File: config.mk
export PLATFORM = sky130hd
export DESIGN_NAME = counter_access_arbiter_flat
export DESIGN_NICKNAME = d
export VERILOG_FILES = /design/src/rtl/counter_access_arbiter_if.sv /design/src/rtl/counter_access_arbiter.sv /design/src/flat_wrapper.sv
export SDC_FILE = /design/constraint.sdc
export NUM_CORES = 1
export LEC_CHECK = 0
export ABC_CLOCK_PERIOD_IN_PS = 10060
export CORE_AREA = 2 2 166 168
export CTS_BUF_LIST = sky130_fd_sc_hd__clkbuf_4 sky130_fd_sc_hd__clkbuf_8 sky130_fd_sc_hd__clkbuf_16
export CTS_CLUSTER_DIAMETER = 30
export CTS_CLUSTER_SIZE = 24
export DETAILED_ROUTE_END_ITERATION = 7
export DIE_AREA = 0 0 168 170
export SETUP_SLACK_MARGIN = 0.02
export SYNTH_ARGS = -nofsm -noshare
export SYNTH_HDL_FRONTEND = slang
export SYNTH_SLANG_ARGS = --single-unit
File: constraint.sdc
create_clock -name wb_clk_i -period 10.06 [get_ports wb_clk_i]
set_clock_uncertainty 0.05 [all_clocks]
set_input_delay 1.006 -clock wb_clk_i [delete_from_list [all_inputs] [get_ports wb_clk_i]]
set_output_delay 1.006 -clock wb_clk_i [all_outputs]
set_load 0.1 [all_outputs]
File: src/rtl/counter_access_arbiter_if.sv
// Bus bundle between the counter access arbiter, its requesters and the shared counter port.
// The master modport is the arbiter's view; the slave modport is the requesters/counter side.
interface counter_access_arbiter_if #(
  parameter int NREQ = 4,
  parameter int BITS = 32
);
  logic [NREQ-1:0]      req_valid;
  logic [4*NREQ-1:0]    req_wstrb;
  logic [BITS*NREQ-1:0] req_wdata;
  logic [BITS*NREQ-1:0] req_adr;
  logic [NREQ-1:0]      req_ready;
  logic [NREQ-1:0]      req_err;
  logic [BITS-1:0]      req_rdata;

  logic                 cnt_valid;
  logic [3:0]           cnt_wstrb;
  logic [BITS-1:0]      cnt_wdata;
  logic [BITS-1:0]      cnt_adr;
  logic                 cnt_ready;
  logic [BITS-1:0]      cnt_rdata;

  modport master (
    input  req_valid, req_wstrb, req_wdata, req_adr, cnt_ready, cnt_rdata,
    output req_ready, req_err, req_rdata, cnt_valid, cnt_wstrb, cnt_wdata, cnt_adr
  );

  modport slave (
    output req_valid, req_wstrb, req_wdata, req_adr, cnt_ready, cnt_rdata,
    input  req_ready, req_err, req_rdata, cnt_valid, cnt_wstrb, cnt_wdata, cnt_adr
  );
endinterface

File: src/rtl/counter_access_arbiter.sv
// Round-robin arbiter sharing one counter valid/ready port among NREQ requesters.
// Optional wait timeout on the downstream handshake: define COUNTER_ARB_TIMEOUT_EN.
module counter_access_arbiter #(
  parameter int NREQ    = 4,
  parameter int BITS    = 32,
  parameter int TIMEOUT = 255
) (
  input  logic                     wb_clk_i,
  input  logic                     wb_rst_ni,
  counter_access_arbiter_if.master bus,
  output logic                     busy,
  output logic [2:0]               grant_id
);

  typedef enum logic [1:0] {
    IDLE  = 2'd0,
    ISSUE = 2'd1,
    RESP  = 2'd2
  } state_e;

  state_e          state_q, state_d;
  logic [2:0]      grant_q, grant_d;
  logic [2:0]      last_q, last_d;
  logic [3:0]      wstrb_q, wstrb_d;
  logic [BITS-1:0] wdata_q, wdata_d;
  logic [BITS-1:0] adr_q, adr_d;
  logic [BITS-1:0] rdata_q, rdata_d;
  logic            err_q, err_d;

  logic            win_found;
  logic [2:0]      win_idx;
  logic            timeout_hit;
  logic [NREQ-1:0] ready_vec;
  logic [NREQ-1:0] err_vec;

  // Scan starts just after the last served requester so it gets lowest priority next.
  always_comb begin
    int idx;
    win_found = 1'b0;
    win_idx   = '0;
    idx       = 0;
    for (int k = 1; k <= NREQ; k++) begin
      idx = int'(last_q) + k;
      if (idx >= NREQ) begin
        idx = idx - NREQ;
      end
      if (!win_found && bus.req_valid[idx]) begin
        win_found = 1'b1;
        win_idx   = 3'(idx);
      end
    end
  end

`ifdef COUNTER_ARB_TIMEOUT_EN
  logic [7:0] wait_q, wait_d;

  // Counts ISSUE cycles that ended without cnt_ready; zero whenever not waiting.
  always_comb begin
    wait_d = '0;
    if (state_q == ISSUE && !bus.cnt_ready) begin
      wait_d = wait_q + 8'd1;
    end
  end

  always_ff @(posedge wb_clk_i or negedge wb_rst_ni) begin
    if (!wb_rst_ni) begin
      wait_q <= '0;
    end else begin
      wait_q <= wait_d;
    end
  end

  // Firing on TIMEOUT-1 keeps cnt_valid high for exactly TIMEOUT cycles.
  assign timeout_hit = (wait_q == 8'(TIMEOUT - 1));
`else
  logic [7:0] unused_timeout;

  assign unused_timeout = 8'(TIMEOUT);
  assign timeout_hit    = 1'b0;
`endif

  always_comb begin
    state_d = state_q;
    grant_d = grant_q;
    last_d  = last_q;
    wstrb_d = wstrb_q;
    wdata_d = wdata_q;
    adr_d   = adr_q;
    rdata_d = rdata_q;
    err_d   = err_q;
    case (state_q)
      IDLE: begin
        if (win_found) begin
          grant_d = win_idx;
          wstrb_d = bus.req_wstrb[int'(win_idx)*4 +: 4];
          wdata_d = bus.req_wdata[int'(win_idx)*BITS +: BITS];
          adr_d   = bus.req_adr[int'(win_idx)*BITS +: BITS];
          err_d   = 1'b0;
          state_d = ISSUE;
        end
      end
      ISSUE: begin
        // A ready pulse in the timeout cycle still completes normally.
        if (bus.cnt_ready) begin
          rdata_d = bus.cnt_rdata;
          err_d   = 1'b0;
          state_d = RESP;
        end else if (timeout_hit) begin
          rdata_d = '0;
          err_d   = 1'b1;
          state_d = RESP;
        end
      end
      RESP: begin
        last_d  = grant_q;
        state_d = IDLE;
      end
      default: begin
        state_d = IDLE;
      end
    endcase
  end

  always_ff @(posedge wb_clk_i or negedge wb_rst_ni) begin
    if (!wb_rst_ni) begin
      state_q <= IDLE;
      grant_q <= '0;
      last_q  <= 3'(NREQ - 1);
      wstrb_q <= '0;
      wdata_q <= '0;
      adr_q   <= '0;
      rdata_q <= '0;
      err_q   <= 1'b0;
    end else begin
      state_q <= state_d;
      grant_q <= grant_d;
      last_q  <= last_d;
      wstrb_q <= wstrb_d;
      wdata_q <= wdata_d;
      adr_q   <= adr_d;
      rdata_q <= rdata_d;
      err_q   <= err_d;
    end
  end

  // Response strobes are decoded from state so reset removes them at once.
  generate
    for (genvar gi = 0; gi < NREQ; gi++) begin : g_resp
      assign ready_vec[gi] = (state_q == RESP) && (grant_q == 3'(gi));
`ifdef COUNTER_ARB_TIMEOUT_EN
      assign err_vec[gi]   = ready_vec[gi] && err_q;
`else
      assign err_vec[gi]   = 1'b0;
`endif
    end
  endgenerate

`ifndef COUNTER_ARB_TIMEOUT_EN
  logic unused_err;

  assign unused_err = err_q;
`endif

  assign bus.req_ready = ready_vec;
  assign bus.req_err   = err_vec;
  assign bus.req_rdata = rdata_q;
  assign bus.cnt_valid = (state_q == ISSUE);
  assign bus.cnt_wstrb = wstrb_q;
  assign bus.cnt_wdata = wdata_q;
  assign bus.cnt_adr   = adr_q;
  assign busy          = (state_q != IDLE);
  assign grant_id      = grant_q;

endmodule

File: src/flat_wrapper.sv
// flat-port wrapper written by rule: the top's interface ports become plain ports
module counter_access_arbiter_flat 
#(
  parameter int NREQ    = 4,
  parameter int BITS    = 32,
  parameter int TIMEOUT = 255
)
  (wb_clk_i, wb_rst_ni, busy, grant_id, bus_req_valid, bus_req_wstrb, bus_req_wdata, bus_req_adr, bus_cnt_ready, bus_cnt_rdata, bus_req_ready, bus_req_err, bus_req_rdata, bus_cnt_valid, bus_cnt_wstrb, bus_cnt_wdata, bus_cnt_adr);
  counter_access_arbiter_if #(.NREQ(NREQ), .BITS(BITS)) bus_i ();
  input  logic wb_clk_i;
  input  logic wb_rst_ni;
  output logic busy;
  output logic [2:0] grant_id;
  input wire logic [$bits(bus_i.req_valid)-1:0] bus_req_valid;
  input wire logic [$bits(bus_i.req_wstrb)-1:0] bus_req_wstrb;
  input wire logic [$bits(bus_i.req_wdata)-1:0] bus_req_wdata;
  input wire logic [$bits(bus_i.req_adr)-1:0] bus_req_adr;
  input wire logic [$bits(bus_i.cnt_ready)-1:0] bus_cnt_ready;
  input wire logic [$bits(bus_i.cnt_rdata)-1:0] bus_cnt_rdata;
  output wire logic [$bits(bus_i.req_ready)-1:0] bus_req_ready;
  output wire logic [$bits(bus_i.req_err)-1:0] bus_req_err;
  output wire logic [$bits(bus_i.req_rdata)-1:0] bus_req_rdata;
  output wire logic [$bits(bus_i.cnt_valid)-1:0] bus_cnt_valid;
  output wire logic [$bits(bus_i.cnt_wstrb)-1:0] bus_cnt_wstrb;
  output wire logic [$bits(bus_i.cnt_wdata)-1:0] bus_cnt_wdata;
  output wire logic [$bits(bus_i.cnt_adr)-1:0] bus_cnt_adr;
  assign bus_i.req_valid = bus_req_valid;
  assign bus_i.req_wstrb = bus_req_wstrb;
  assign bus_i.req_wdata = bus_req_wdata;
  assign bus_i.req_adr = bus_req_adr;
  assign bus_i.cnt_ready = bus_cnt_ready;
  assign bus_i.cnt_rdata = bus_cnt_rdata;
  assign bus_req_ready = bus_i.req_ready;
  assign bus_req_err = bus_i.req_err;
  assign bus_req_rdata = bus_i.req_rdata;
  assign bus_cnt_valid = bus_i.cnt_valid;
  assign bus_cnt_wstrb = bus_i.cnt_wstrb;
  assign bus_cnt_wdata = bus_i.cnt_wdata;
  assign bus_cnt_adr = bus_i.cnt_adr;
  counter_access_arbiter #(.NREQ(NREQ), .BITS(BITS), .TIMEOUT(TIMEOUT)) u_core (.wb_clk_i(wb_clk_i), .wb_rst_ni(wb_rst_ni), .bus(bus_i), .busy(busy), .grant_id(grant_id));
endmodule
== Word-level counts from Yosys, hierarchy flattened ==
Index checks and enable logic that the tools add are counted.
Word-level totals
  register bits: 108
  input bits: 311
Cells by class
  $add $sub $neg: 8
  $lt $le $gt $ge: 8
  equality and inequality tests: 7
  shift operators: 3
  mux-type cells: 27
  reductions and logical operators: 16
Operators with widths (count)
  $shiftx A128 B9 Y32: 2
  $ge A32 B4 Y1 const B: 4
  $lt A32 B4 Y1 const B: 4
  $mux W32: 4
  $sub A32 B4 Y32 const B: 4
  $shiftx A16 B6 Y4: 1
  $mux W1: 12
  $mux W3: 4
  $add A3 B2 Y4 const B: 2
  $bmux W1 S2: 4
  $logic_and A1 B1 Y1: 7
  $eq A3 B2 Y1 const B: 2
  $reduce_and A2 Y1: 3
  $add A3 B1 Y4 const B: 1
  $add A3 B3 Y4 const B: 1
  $mux W2: 2
  $pmux W2 S2: 1
  $eq A3 B1 Y1 const B: 1
  $logic_not A1 Y1: 3
  $logic_not A3 Y1: 1
  $eq A2 B1 Y1 const B: 1
  $eq A2 B2 Y1 const B: 1
  $logic_not A2 Y1: 1
  $ne A2 B1 Y1 const B: 1
  2 further kinds: 2

== Depth between registers and ports, before layout ==
Gate-level depths: netlist of run 1.
  depth after elaboration: 18
  mapped depth: 11
  depth with buffers taken out: 8

== Worst setup path after synthesis of run 1 ==
OpenSTA, ideal clock, no wires.
  path kind: register to output
  from: reg u_core.grant_q[0] (netlist: u_core.grant_id[0])
  to: out bus_req_ready[1]
  arrival: 4.134 ns
  setup slack: 4.870 ns
  stages on the path, launching flop included: 2
  buffers on the path: 0
  path through: dfrtp_1 > nor4b_1
Between the ends
  cells in the longest elaborated chain, start to end: 2
RTL lines
  start, declared: line counter_access_arbiter.sv:22  | logic [2:0] grant_q, grant_d;
  start signal, assigned: line counter_access_arbiter.sv:136  | grant_q <= grant_d;
  $eq A3 B1 Y1: line counter_access_arbiter.sv:149  | assign ready_vec[gi] = (state_q == RESP) && (grant_q == 3'(gi));
  $logic_and A1 B1 Y1: line counter_access_arbiter.sv:149
  end, declared: line flat_wrapper.sv:20  | output wire logic [$bits(bus_i.req_ready)-1:0] bus_req_ready;
Every way passes these cells.

== Final worst setup path of run 1 ==
  from: reg u_core.last_q[0]
  to: reg u_core.adr_q[2] (netlist: u_core.bus.cnt_adr[2])
Between the ends
  cells in the longest elaborated chain, start to end: 17
  elaborated cells on any way between the ends: 44
  classes of those cells: 8 x add/sub; 4 x order compare; 1 x shift; 24 x mux; 7 x reduce/logical
RTL lines
  start, declared: line counter_access_arbiter.sv:23  | logic [2:0] last_q, last_d;
  start signal, assigned: line counter_access_arbiter.sv:128  | last_q <= 3'(NREQ - 1);
  start signal, assigned: line counter_access_arbiter.sv:137  | last_q <= last_d;
  $add A3 B1 Y4: line counter_access_arbiter.sv:43  | idx = int'(last_q) + k;
  $sub A32 B4 Y32 / $ge A32 B4 Y1 (equally long branches): line counter_access_arbiter.sv:45, counter_access_arbiter.sv:44
  $mux W32: line counter_access_arbiter.sv:44  | if (idx >= NREQ) begin
  $bmux W1 S2: line counter_access_arbiter.sv:47  | if (!win_found && bus.req_valid[idx]) begin
  $mux W1 (implied by the code) (2 in a row): line counter_access_arbiter.sv:47
  $mux W1: line counter_access_arbiter.sv:47
  $logic_not A1 Y1: line counter_access_arbiter.sv:47
  $logic_and A1 B1 Y1: line counter_access_arbiter.sv:47
  $mux W1: line counter_access_arbiter.sv:47
  $logic_not A1 Y1: line counter_access_arbiter.sv:47
  $logic_and A1 B1 Y1: line counter_access_arbiter.sv:47
  $mux W1: line counter_access_arbiter.sv:47
  $logic_not A1 Y1: line counter_access_arbiter.sv:47
  $logic_and A1 B1 Y1: line counter_access_arbiter.sv:47
  $mux W3 / $mux W1 (equally long branches): line counter_access_arbiter.sv:47
  $shiftx A128 B9 Y32 / $reduce_and A2 Y1 (equally long branches)
  end signal, assigned: line counter_access_arbiter.sv:140  | adr_q <= adr_d;
  end, declared: line counter_access_arbiter.sv:26  | logic [BITS-1:0] adr_q, adr_d;
Several ways; a longest one is shown, not always the timed one. The select of a mux whose other input is x is not followed.
A chain may end at the register's enable or synchronous reset.

==> results of run 1 <==
-- Yosys cell counts (all sizes together) (2+ instances only) --
cell and instances:
nor2 5, buf 29, ha 2, mux2i 6, or2 2, a21oi 3, clkbuf 14, o31ai 2
mux4 70, nor3 3, nor2b 3, nand2 9, mux2 33, inv 6, dfrtp 106, dfstp 2
a22o 68, o21ai 8, nor4 2
-- logic make-up after synthesis --
family	after synthesis	share of synthesized area
AOI/OAI and AO/OA	90	0.137
adders and majority gates	2	0.00412
buffers and inverters	49	0.0523
DFF	108	0.445
muxes	109	0.331
other	1	0.000617
and+or+nand+nor	31	0.0301
-- metrics by stage --
stage | cells | hold slack (ps) | instance area [um^2] | setup WS, ps | utilization
after CTS | 1134 | 447 | 10800 | 5890 | 0.405
final | 1138 | 447 | 10800 | 5950 | 0.405
after global placement | 1118 | 422 | 10500 | 5730 | 0.393
after detailed placement | 1118 | 428 | 10500 | 5680 | 0.393
after floorplan | 393 | 401 | 6090 | 4870 | -
after global routing | 1137 | 464 | 10800 | 5700 | 0.405
-- critical path, cell delays in order (launching register included) --
cell and delay, ps:
dfstp_2 720, inv_1 220, ha_1 470, mux4_2 590
nor3b_4 190, o31ai_4 260, buf_4 630, mux4_2 590
a22o_2 240
-- cells in the final DEF (no fill, tap or decap), types with 6 or more instances in the layout --
master,count
mux2i_1,6
inv_1,6
clkdlybuf4s50_1,418
nand2_1,9
mux2_2,33
a22o_1,10
o21ai_0,8
clkbuf_16,9
dfrtp_1,106
mux4_2,69
a22o_2,58
buf_4,9
-- metal layers --
metal,up-vias,GRT usage,part of all wire
met5,-,0,0.00053
met3,20,0.0581,0.090
met2,253,0.297,0.51
met1,2621,0.187,0.38
met4,2,0.0575,0.018
li1,2374,-,-
-- worst max-delay path by stage --
stage / start / to / depth (start not counted) / slack [ps]
6_report: u_core.last_q[0]$_DFFE_PN1P_ / u_core.bus.cnt_adr[2]$_DFFE_PN0P_ / 8 / 5950
5_1_grt: u_core.last_q[0]$_DFFE_PN1P_ / u_core.bus.cnt_adr[15]$_DFFE_PN0P_ / 8 / 5700
4_1_cts: u_core.last_q[0]$_DFFE_PN1P_ / u_core.bus.cnt_wdata[13]$_DFFE_PN0P_ / 8 / 5890
3_5_place_dp: bus_req_valid[1] / u_core.bus.cnt_adr[29]$_DFFE_PN0P_ / 8 / 5680
3_3_place_gp: bus_req_valid[3] / u_core.bus.cnt_adr[17]$_DFFE_PN0P_ / 7 / 5730
2_1_floorplan: u_core.grant_id[0]$_DFFE_PN0P_ / bus_req_ready[1] / 1 / 4870
-- registers in the layout (all words and copies together) (netlist names) --
signal and count:
u_core.bus.cnt_wstrb 4, u_core.bus.cnt_wdata 32, u_core.grant_id 3, u_core.state_q 2, u_core.last_q 3, u_core.bus.req_rdata 32, u_core.bus.cnt_adr 32
-- area by class of cell --
| cell class | count | area [um^2] |
|---|---|---|
| Fill cell | 2532 | 15900 |
| Timing Repair Buffer | 427 | 4250 |
| Multi-Input combinational cell | 236 | 3080 |
| Sequential cell | 108 | 2710 |
| Tap cell | 341 | 427 |
| Clock buffer | 11 | 240 |
| Clock inverter | 5 | 62.6 |
| Inverter | 6 | 22.5 |
| Antenna cell | 4 | 10.0 |
==> impl_metrics.env, run 1 <==
export IMPL_syn_cell_area_mm2=0.00608
export IMPL_crit_type="reg2reg"
export IMPL_yosys_area_top_type_share=0.436
export IMPL_ff2ff_path_depth=8
export IMPL_drt_pass1_iterations=4
export IMPL_cts_hold_buffers=0
export IMPL_synth_flop_cell="dfrtp_1"
export IMPL_crit_path_end_kind="flop"
export IMPL_dieArea_mm2=0.0286
export IMPL_initial_core_util=0.228
export IMPL_die_w_um=168
export IMPL_drt_vias_per_instance=4.63
export IMPL_post_cts_buffers=0
export IMPL_rsz0062_at_grt="false"
export IMPL_crit_arrival_ps=4290
export IMPL_syn_to_final_growth_pct=77.7
export IMPL_grt_pass1_vias=5774
export IMPL_cts_buffer_depth=2
export IMPL_fin_nets=1101
export IMPL_yosys_area_top_type="dfrtp_1"
export IMPL_holdPathEnd="u_core.bus.cnt_adr[10]$_DFFE_PN0P_"
export IMPL_status="completed"
export IMPL_fin_setup_tns_ps=0
export IMPL_routedWlPerCell_um=21.7
export IMPL_cts_buffers=9
export IMPL_cap_violations=0
export IMPL_clk_latency_ps=350
export IMPL_yosys_register_bits=108
export IMPL_coreArea_mm2=0.0267
export IMPL_grt_total_usage=0.167
export IMPL_whs_path_depth=1
export IMPL_regToRegEndpoint="u_core.bus.cnt_adr[2]$_DFFE_PN0P_"
export IMPL_cp_max_fo=40
export IMPL_yosysWarnings=0
export IMPL_grt_pass1_wl_mm=35.5
export IMPL_synth_area_leaders="dfrtp_1 (44%), mux4_2 (26%), a22o_2 (9.6%), mux2_2 (6.1%), buf_4 (1.9%)"
export IMPL_synth_seq_area_share=0.445
export IMPL_root_buffer="clkbuf_16"
export IMPL_crit_required_ps=10250
export IMPL_setup_viol=0
export IMPL_clock_sinks=108
export IMPL_hold_class="reg2reg"
export IMPL_grt_overflow=0
export IMPL_antenna_found_initial=5
export IMPL_io_buffers=419
export IMPL_drc=0
export IMPL_slew_limit_headroom=0.270
export IMPL_clk_pin_slew_ps=80
export IMPL_hold_viol_final=0
export IMPL_num_vias=5270
export IMPL_synthCells=390
export IMPL_synth_edf_count=0
export IMPL_r2r_start="u_core.last_q[0]$_DFFE_PN1P_"
export IMPL_grt_max_degree=71
export IMPL_htreeDepth=3
export IMPL_min_from="u_core.bus.cnt_adr[10]$_DFFE_PN0P_"
export IMPL_num_rows=60
export IMPL_cts_tree="built"
export IMPL_drive_above_1_share=0.247
export IMPL_worst_slew_pin_transition_ps=1090
export IMPL_startpoint_type="flop"
export IMPL_fmax_ghz=0.244
export IMPL_ys_types=44
export IMPL_ant_nets=0
export IMPL_synth_avg_cell_area_um2=15.6
export IMPL_async_flop_share=1.00
export IMPL_gp_congestion=0.830
export IMPL_rrSetupSlack_ps=5950
export IMPL_drt_total_wl_mm=24.7
export IMPL_finalCriticalPeriod_ps=4110
export IMPL_period_share=0.408
export IMPL_num_io_pins=424
export IMPL_fp_dieH_um=170
export IMPL_drt_initial_drc_count=276
export IMPL_drv_slew=0
export IMPL_ctsResizeCount=0
export IMPL_dp_hpwl_mm=19.2
Power of run 1 is left out: the tool's default activity adds up to more than one toggle a clock period on the data nets, which glitch-free logic cannot reach.
==> run 2, diff against run 1 <==
--- a/config.mk
+++ b/config.mk
@@ -5,13 +5,13 @@
 export SDC_FILE = /design/constraint.sdc
 export NUM_CORES = 1
 export LEC_CHECK = 0
-export ABC_CLOCK_PERIOD_IN_PS = 10060
-export CORE_AREA = 2 2 166 168
+export ABC_CLOCK_PERIOD_IN_PS = 3700
+export CORE_AREA = 2 2 163 165
 export CTS_BUF_LIST = sky130_fd_sc_hd__clkbuf_4 sky130_fd_sc_hd__clkbuf_8 sky130_fd_sc_hd__clkbuf_16
 export CTS_CLUSTER_DIAMETER = 30
 export CTS_CLUSTER_SIZE = 24
 export DETAILED_ROUTE_END_ITERATION = 7
-export DIE_AREA = 0 0 168 170
+export DIE_AREA = 0 0 165 167
 export SETUP_SLACK_MARGIN = 0.02
 export SYNTH_ARGS = -nofsm -noshare
 export SYNTH_HDL_FRONTEND = slang
==> constraint.sdc (replaced) <==
create_clock -name wb_clk_i -period 3.7 [get_ports wb_clk_i]
set_clock_uncertainty 0.05 [all_clocks]
set_input_delay 0.37 -clock wb_clk_i [delete_from_list [all_inputs] [get_ports wb_clk_i]]
set_output_delay 0.37 -clock wb_clk_i [all_outputs]
set_load 0.1 [all_outputs]
==> impl_metrics.env, run 2 (synthesis gave the netlist of run 1 again) <==
export IMPL_fmax_ghz=0.283
export IMPL_syn_to_final_growth_pct=80.6
export IMPL_fp_dieH_um=167
export IMPL_clk_latency_ps=350
export IMPL_coreArea_mm2=0.0258
export IMPL_gp_congestion=0.840
export IMPL_num_vias=5360
export IMPL_routedWlPerCell_um=21.5
export IMPL_antenna_found_initial=3
export IMPL_setup_viol=0
export IMPL_cts_buffers=9
export IMPL_hold_class="in2async"
export IMPL_grt_max_degree=71
export IMPL_hold_viol_final=0
export IMPL_drt_initial_drc_count=232
export IMPL_layout_common_cells="clkdlybuf4s50_1 (414), dfrtp_1 (106), mux4_2 (69), a22o_2 (58), mux2_2 (33)"
export IMPL_grt_pass1_vias=5803
export IMPL_cts_buffer_depth=2
export IMPL_cap_violations=0
export IMPL_grt_overflow=0
export IMPL_post_cts_buffers=0
export IMPL_worst_slew_pin_transition_ps=1060
export IMPL_cts_tree="built"
export IMPL_crit_type="reg2reg"
export IMPL_io_buffers=419
export IMPL_cp_max_fo=15
export IMPL_root_buffer="clkbuf_16"
export IMPL_ff2ff_path_depth=9
export IMPL_fin_cells=1143
export IMPL_drt_pass1_iterations=4
export IMPL_finalCriticalPeriod_ps=3530
export IMPL_dieArea_mm2=0.0276
export IMPL_ant_nets=0
export IMPL_timing_hold_ws_ps=3.02
export IMPL_placed_cells=1126
export IMPL_fin_setup_tns_ps=0
export IMPL_regToRegEndpoint="u_core.bus.cnt_wdata[9]$_DFFE_PN0P_"
export IMPL_drt_vias_per_instance=4.69
export IMPL_drv_slew=0
export IMPL_multi_input_area_mm2=0.00309
export IMPL_crit_arrival_ps=3730
export IMPL_clock_sinks=108
export IMPL_initial_core_util=0.236
export IMPL_cts_hold_buffers=0
export IMPL_fillers=2398
export IMPL_fin_nets=1115
export IMPL_crit_required_ps=3900
export IMPL_num_io_pins=424
export IMPL_crit_path_end_kind="flop"
export IMPL_drt_total_wl_mm=24.6
export IMPL_dp_hpwl_mm=19.4
export IMPL_status="completed"
export IMPL_htreeDepth=3
export IMPL_drc=0
export IMPL_grt_total_usage=0.175
export IMPL_rrSetupSlack_ps=170
export IMPL_rsz0062_at_grt="false"
export IMPL_place_ws_ps=173
export IMPL_ctsResizeCount=0
export IMPL_startpoint_type="flop"
export IMPL_die_w_um=165
export IMPL_slew_limit_headroom=0.293
export IMPL_num_rows=59
export IMPL_finalWorstSetupSlack_ps=169
export IMPL_layout_commonest_cell="clkdlybuf4s50_1"
export IMPL_period_share=0.954
export IMPL_drive_above_1_share=0.268
export IMPL_regArea_mm2=0.00271
export IMPL_grt_pass1_wl_mm=35.8
export IMPL_r2r_start="u_core.last_q[1]$_DFFE_PN1P_"
export IMPL_clk_pin_slew_ps=90
run 2: how the worst max path moves through the flow:
stage                                       startpoint                                    to  slack [ps]  depth (start not counted)
after floorplan           u_core.last_q[0]$_DFFE_PN1P_     u_core.bus.cnt_adr[0]$_DFFE_PN0P_         170                          9
after global placement    u_core.last_q[1]$_DFFE_PN1P_    u_core.bus.cnt_adr[18]$_DFFE_PN0P_         230                          9
after detailed placement  u_core.last_q[1]$_DFFE_PN1P_   u_core.bus.cnt_wdata[9]$_DFFE_PN0P_         170                          9
after CTS                 u_core.last_q[1]$_DFFE_PN1P_   u_core.bus.cnt_wdata[9]$_DFFE_PN0P_         150                          9
after global routing      u_core.last_q[1]$_DFFE_PN1P_  u_core.bus.cnt_wdata[11]$_DFFE_PN0P_          30                          9
final                     u_core.last_q[1]$_DFFE_PN1P_   u_core.bus.cnt_wdata[9]$_DFFE_PN0P_         170                          9
run 2: per-stage QoR:
step           area [um^2]   util
6_report             11000  0.426
5_1_grt              11000  0.426
4_1_cts              11000  0.426
2_1_floorplan         6100      -
3_3_place_gp         10700  0.414
3_5_place_dp         10700  0.414
run 2: cell type report:
class                      count  share of cell area
clock buffer                  10              0.0218
multi-input combinational    236               0.282
clock inverter                 6             0.00650
antenna                        1            0.000228
timing repair buffer         441               0.403
sequential                   108               0.246
tap                          335              0.0382
inverter                       6             0.00205
run 2: critical path, stage by stage (launching register included):
cell and delay, ps:
dfstp_2 640, inv_1 120, ha_1 330, mux4_2 570, nor3b_4 190, o31ai_4 330
buf_12 210, buf_12 190, mux4_2 520, a22o_2 240
run 2: per-layer routing:
layer,vias to the layer above,part of all wire,track usage
met1,2645,0.37,0.204
met2,289,0.51,0.307
met3,24,0.098,0.0598
li1,2398,-,-
met5,-,0.0011,0
met4,4,0.017,0.0405
Power of run 2 is left out for the same reason.
